<file path="config.mk">
export PLATFORM = sky130hd
export DESIGN_NAME = lstm_seq_ctrl
export DESIGN_NICKNAME = d
export VERILOG_FILES = /design/src/rtl/lstm_seq_ctrl.sv
export SDC_FILE = /design/constraint.sdc
export NUM_CORES = 1
export LEC_CHECK = 0
export CAP_MARGIN = 20
export CORE_MARGIN = 8
export CORE_UTILIZATION = 35
export DETAILED_ROUTE_END_ITERATION = 6
export GPL_ROUTABILITY_DRIVEN = 0
export PLACE_DENSITY = 0.72
export SLEW_MARGIN = 20
export SYNTH_ARGS = -nofsm -noshare
export SYNTH_HDL_FRONTEND = slang
export SYNTH_SLANG_ARGS = --single-unit
</file>
<file path="constraint.sdc">
create_clock -name PCLK -period 2.6 [get_ports PCLK]
set_clock_uncertainty 0.15 [all_clocks]
set_input_delay 0.39 -clock PCLK [delete_from_list [all_inputs] [get_ports PCLK]]
set_output_delay 0.39 -clock PCLK [all_outputs]
set_load 0.005 [all_outputs]
</file>
<file path="src/rtl/lstm_seq_ctrl.sv">
// Run sequencer for the LSTM accelerator: turns the APB control word into one-shot
// multi-step runs on a valid/ready engine handshake, with abort, timeout and irq.
module lstm_seq_ctrl #(
  parameter int DATA_WIDTH = 32,
  parameter int STEP_W     = 8,
  parameter int TIMEOUT    = 1024
) (
  input  logic                  PCLK,
  input  logic                  PRESET,
  input  logic [DATA_WIDTH-1:0] ctrl_word,
  output logic [DATA_WIDTH-1:0] status_word,
  output logic                  step_valid,
  output logic [STEP_W-1:0]     step_idx,
  input  logic                  step_ready,
  input  logic                  step_done,
  output logic                  irq,
  output logic [1:0]            dbg_state_o
);

  typedef enum logic [1:0] {
    S_IDLE  = 2'd0,
    S_ISSUE = 2'd1,
    S_WAIT  = 2'd2,
    S_DONE  = 2'd3
  } state_t;

  localparam int WAIT_W = (TIMEOUT < 2) ? 2 : $clog2(TIMEOUT + 1);
  localparam logic [WAIT_W-1:0] TIMEOUT_CNT = WAIT_W'(TIMEOUT);

  state_t                  state_q, state_d;
  logic                    start_prev_q;
  logic                    step_valid_q, step_valid_d;
  logic [STEP_W-1:0]       step_idx_q, step_idx_d;
  logic [STEP_W-1:0]       num_steps_q, num_steps_d;
  logic [STEP_W-1:0]       steps_done_q, steps_done_d;
  logic [15:0]             cycles_q, cycles_d;
  logic [WAIT_W-1:0]       wait_cnt_q, wait_cnt_d;
  logic                    done_q, done_d;
  logic                    aborted_q, aborted_d;
  logic                    err_zero_q, err_zero_d;
  logic                    err_timeout_q, err_timeout_d;
  logic [DATA_WIDTH-1:0]   status_q, status_d;
  logic [15:0]             steps_ext;

  logic              start_edge;
  logic              abort_req;
  logic [STEP_W-1:0] num_steps_in;
  logic              unused_bits;

  assign start_edge   = ctrl_word[0] & ~start_prev_q;
  assign abort_req    = ctrl_word[1];
  assign num_steps_in = ctrl_word[8 +: STEP_W];
  assign unused_bits  = ^{ctrl_word[DATA_WIDTH-1:8+STEP_W], ctrl_word[7:3], steps_ext[15:8]};

  always_ff @(posedge PCLK) begin
    if (PRESET) begin
      state_q       <= S_IDLE;
      start_prev_q  <= 1'b1;
      step_valid_q  <= 1'b0;
      step_idx_q    <= '0;
      num_steps_q   <= '0;
      steps_done_q  <= '0;
      cycles_q      <= '0;
      wait_cnt_q    <= '0;
      done_q        <= 1'b0;
      aborted_q     <= 1'b0;
      err_zero_q    <= 1'b0;
      err_timeout_q <= 1'b0;
      status_q      <= '0;
    end else begin
      state_q       <= state_d;
      start_prev_q  <= ctrl_word[0];
      step_valid_q  <= step_valid_d;
      step_idx_q    <= step_idx_d;
      num_steps_q   <= num_steps_d;
      steps_done_q  <= steps_done_d;
      cycles_q      <= cycles_d;
      wait_cnt_q    <= wait_cnt_d;
      done_q        <= done_d;
      aborted_q     <= aborted_d;
      err_zero_q    <= err_zero_d;
      err_timeout_q <= err_timeout_d;
      status_q      <= status_d;
    end
  end

  // Handshake: a step request transfers on the cycle step_valid & step_ready are both high;
  // step_valid then stays low until the engine's step_done for that step is seen in WAIT.
  always_comb begin
    state_d       = state_q;
    step_idx_d    = step_idx_q;
    num_steps_d   = num_steps_q;
    steps_done_d  = steps_done_q;
    cycles_d      = cycles_q;
    wait_cnt_d    = wait_cnt_q;
    done_d        = done_q;
    aborted_d     = aborted_q;
    err_zero_d    = err_zero_q;
    err_timeout_d = err_timeout_q;

    if (state_q != S_IDLE && cycles_q != 16'hFFFF) begin
      cycles_d = cycles_q + 16'd1;
    end

    case (state_q)
      S_IDLE: begin
        if (start_edge) begin
          if (num_steps_in == '0) begin
            err_zero_d = 1'b1;
          end else begin
            num_steps_d   = num_steps_in;
            done_d        = 1'b0;
            aborted_d     = 1'b0;
            err_zero_d    = 1'b0;
            err_timeout_d = 1'b0;
            steps_done_d  = '0;
            cycles_d      = '0;
            step_idx_d    = '0;
            state_d       = S_ISSUE;
          end
        end
      end
      S_ISSUE: begin
        if (abort_req) begin
          aborted_d = 1'b1;
          state_d   = S_IDLE;
        end else if (step_ready) begin
          wait_cnt_d = '0;
          state_d    = S_WAIT;
        end
      end
      S_WAIT: begin
        // Abort wins over a same-cycle step_done, which is then not counted.
        if (abort_req) begin
          aborted_d = 1'b1;
          state_d   = S_IDLE;
        end else if (step_done) begin
          steps_done_d = steps_done_q + STEP_W'(1);
          if (steps_done_d == num_steps_q) begin
            state_d = S_DONE;
          end else begin
            step_idx_d = step_idx_q + STEP_W'(1);
            state_d    = S_ISSUE;
          end
        end else if (TIMEOUT != 0 && wait_cnt_q == TIMEOUT_CNT) begin
          err_timeout_d = 1'b1;
          state_d       = S_IDLE;
        end else if (TIMEOUT != 0) begin
          wait_cnt_d = wait_cnt_q + WAIT_W'(1);
        end
      end
      S_DONE: begin
        done_d  = 1'b1;
        state_d = S_IDLE;
      end
      default: state_d = S_IDLE;
    endcase

    step_valid_d = (state_d == S_ISSUE);

    steps_ext        = 16'(steps_done_d);
    status_d         = '0;
    status_d[0]      = (state_d == S_ISSUE) || (state_d == S_WAIT);
    status_d[1]      = done_d;
    status_d[2]      = aborted_d;
    status_d[3]      = err_zero_d;
    status_d[4]      = err_timeout_d;
    status_d[15:8]   = steps_ext[7:0];
    status_d[31:16]  = cycles_d;
  end

  assign status_word = status_q;
  assign step_valid  = step_valid_q;
  assign step_idx    = step_idx_q;
  assign dbg_state_o = state_q;
  assign irq         = ctrl_word[2] & (done_q | aborted_q | err_zero_q | err_timeout_q);

endmodule

</file>
==> run metrics <==
Num CTS Buffers 9; Peak VDD IR 0.330 mV; share of layout cells above drive strength 1 12.8%; final worst path period need 2.46 ns; # fillers between 800 and 900; Site Rows 35; Fin. Hold Viols 0; crit path buf inv count 0; most common cell after layout, fill and taps aside dfxtp_1; multiplexer area fraction after synthesis approximately 4%; Register Area 1200 sq um; Worst Tran Pin Value between 0.8 and 0.9 ns; worst path cell trace ha_1 > xor2_1 > a311o_1 > a311oi_2 > and4_1 > nand3_2 > a31o_1 > ha_1 > nor2_1; largest cells by area after synthesis dfxtp_1, nor2_1, xor2_1, ha_1, xnor2_1; Die H 113 um; data required time of the worst path approximately 2.7 ns; most frequent cells in the layout dfxtp_1, nor2_1, clkdlybuf4s50_1, buf_4, nand2_1; P_leak 1.58 nW; Setup Crit Path Kind flip-flop to flip-flop; Largest delay share family, worst path compound AO/OA/AOI/OAI gates; initial antenna violation count 0; Post-Synth Simple-Gate Area 27.3%; DRC Markers 0; CTS Root Buffer Type clkbuf_8; placed cell areas about 4200 sq um; Worst path most repeated cell ha_1; crit path DAT about 2.5 ns; htree depth 3; clk slew on worst S/H paths about 0.07 ns; Fmax 406 MHz; Die W roughly 110 um; Detailed Routing Iterations Pass 1 5; Max clock buf depth 2; worst skew pair latency between 0.3 and 0.4 ns; nets 527; n_diodes 0; Final setup viols 0; vias per cell 5.14; Post-Layout Cell Count 614; largest family of logic cells by synthesized area simple AND/OR/NAND/NOR gates; Hold Slack around 0.37 ns; clock sink count 60; CTS tree done; Crit. End Element flip-flop; core area about 9200 sq um; Tot GR Track Use between 10% and 20%; Async SR Flop Fraction 0%; area delta synth->final 31.7%; I/O Buffers 55; synthesized flop and latch total 60; first-pass GRT wire length 14.3 mm; vias in the first global route 3011; I/O pins 80; Die ar. 12900 sq um; largest net degree at the start of global routing 34; area of the multi-input gates between 1500 and 2000 sq um; Post-synth EDFFs 0; DRT iter0 DRCs 164; pins over their slew limit 0; vias ~3200; Post-Syn Area between 3000 and 4000 sq um; top cell type's share of synthesized area about 36%; Overall Power just over 0.002 W; total congestion overflow 0; Synth Area in Compound Gates 14.6%; Startpoint Class flip-flop; YS warnings 0; power per cell area about 460 nW/um^2; Top FF cell, synth dfxtp_1; Adder-Cell Fraction of Synth Area under 10%; relative slew slack between 40% and 50%; slowest CP cell dfxtp_1; DR WL/cell 14.0 um; Hold Path Class flip-flop to flip-flop; maximum fanout along the worst path 2; hold_buf cts 0; max cap viols 0; Seq/Total Area, Yosys between 30% and 40%; Setup TNS Final 0 ns; Synth cell types 63; post-route ant nets 0; dpl cells 598; period utilisation layout roughly 95%; post-synthesis xor/xnor area fraction under 10%; CP peak stage delay between 0.3 and 0.4 ns; status complete, no violations; RSZ-0062 raised after global routing false; Synth area leader dfxtp_1; final WL about 8.6 mm; Initial Utilization between 30% and 40%; HPWL after detailed placement around 6.5 mm; Synth Area per Inst ~8.3 sq um; Finished Cell Area 4380 sq um; Synth Instances 399
cell usage after synthesis, types with 2 or more instances:
| cell type | number |
|---|---|
| dfxtp_1 | 60 |
| nor2_1 | 56 |
| nand2_1 | 27 |
| a21oi_1 | 22 |
| nand3_1 | 21 |
| xor2_1 | 18 |
| inv_1 | 15 |
| o21ai_0 | 15 |
| xnor2_1 | 14 |
| nand4_1 | 13 |
| mux2i_1 | 12 |
| ha_1 | 11 |
| nor3_1 | 10 |
| buf_4 | 9 |
| and2_1 | 7 |
| clkbuf_1 | 7 |
| or4_1 | 7 |
| and3_1 | 5 |
| or3_1 | 5 |
| a31oi_1 | 4 |
| and4_1 | 4 |
| nor2b_1 | 4 |
| nor4_1 | 3 |
| nor4b_1 | 3 |
| o211ai_1 | 3 |
| a211oi_1 | 2 |
| buf_2 | 2 |
| nand2b_1 | 2 |
| o21ai_1 | 2 |
| o311ai_1 | 2 |
| or2_2 | 2 |
per-layer routing:
metal / global-route usage [%] / vias up / part of all wire, %
met4: 5.51 / 0 / 1.3
met1: 15.4 / 1502 / 44
met2: 23.0 / 71 / 50
li1: - / 1575 / -
met5: 0 / - / 0
met3: 3.96 / 7 / 5.2
metrics by stage:
step | utilization, % | setup WS, ns
floorplan | - | 0.0621
CTS | 47.3 | 0.0786
detailed placement | 45.2 | -0.189
global placement | 45.2 | -0.162
global route | 47.4 | 0.0158
finish | 47.4 | 0.136
repair_timing:
item,CTS,global route
setup buffers,0,0
setup endpoints to repair,0,4
gates resized for setup,0,4
path summary, 6_finish.rpt:
kind	from	to	slack (ns)	depth (start not counted)
worst max-delay path	steps_done_q[0]	status_word[0]	0.14	9
worst min register to register	num_steps_q[2]	num_steps_q[2]	0.37	2
worst max register to register	steps_done_q[0]	status_word[0]	0.14	9
worst min-delay path	num_steps_q[2]	num_steps_q[2]	0.37	2
flip-flops by register name (all words and copies together) (netlist names):
| name | cells |
|---|---|
| cycles_q | 16 |
| wait_cnt_q | 11 |
| num_steps_q | 8 |
| step_idx | 8 |
| steps_done_q | 7 |
| status_word | 6 |
| dbg_state_o | 2 |
| start_prev_q | 1 |
| step_valid | 1 |
cell families after synthesis:
group                    Yosys count
flip-flops                        60
XOR/XNOR                          32
buffers and inverters             36
AND/OR/NAND/NOR                  175
AO/OA/AOI/OAI                     71
other                              1
adder cells (fa/ha/maj)           11
multiplexers                      13
area by class of cell:
type | count | share of cell area, %
multi-input combinational | 305 | 44.8
sequential | 60 | 27.5
timing repair buffer | 88 | 18.2
tap | 129 | 3.69
clock buffer | 12 | 3.31
inverter | 16 | 1.37
clock inverter | 4 | 1.11
report_power, final:
group	switching (W)	leakage, nW	internal, W
clock	0.000356	0.100	0.000468
combinational	0.000122	0.993	0.000124
sequential	0.0000176	0.486	0.000937
worst register-to-register path, delay by kind of cell (launching register included):
kind / cells / cell delay [ns]
xor gates and xnor gates: 1 / 0.15
adders and majority gates: 2 / 0.58
DFF: 1 / 0.32
and+or+nand+nor: 3 / 0.42
AOI/OAI and AO/OA: 3 / 0.74
Power figures use the tool's default switching activity.
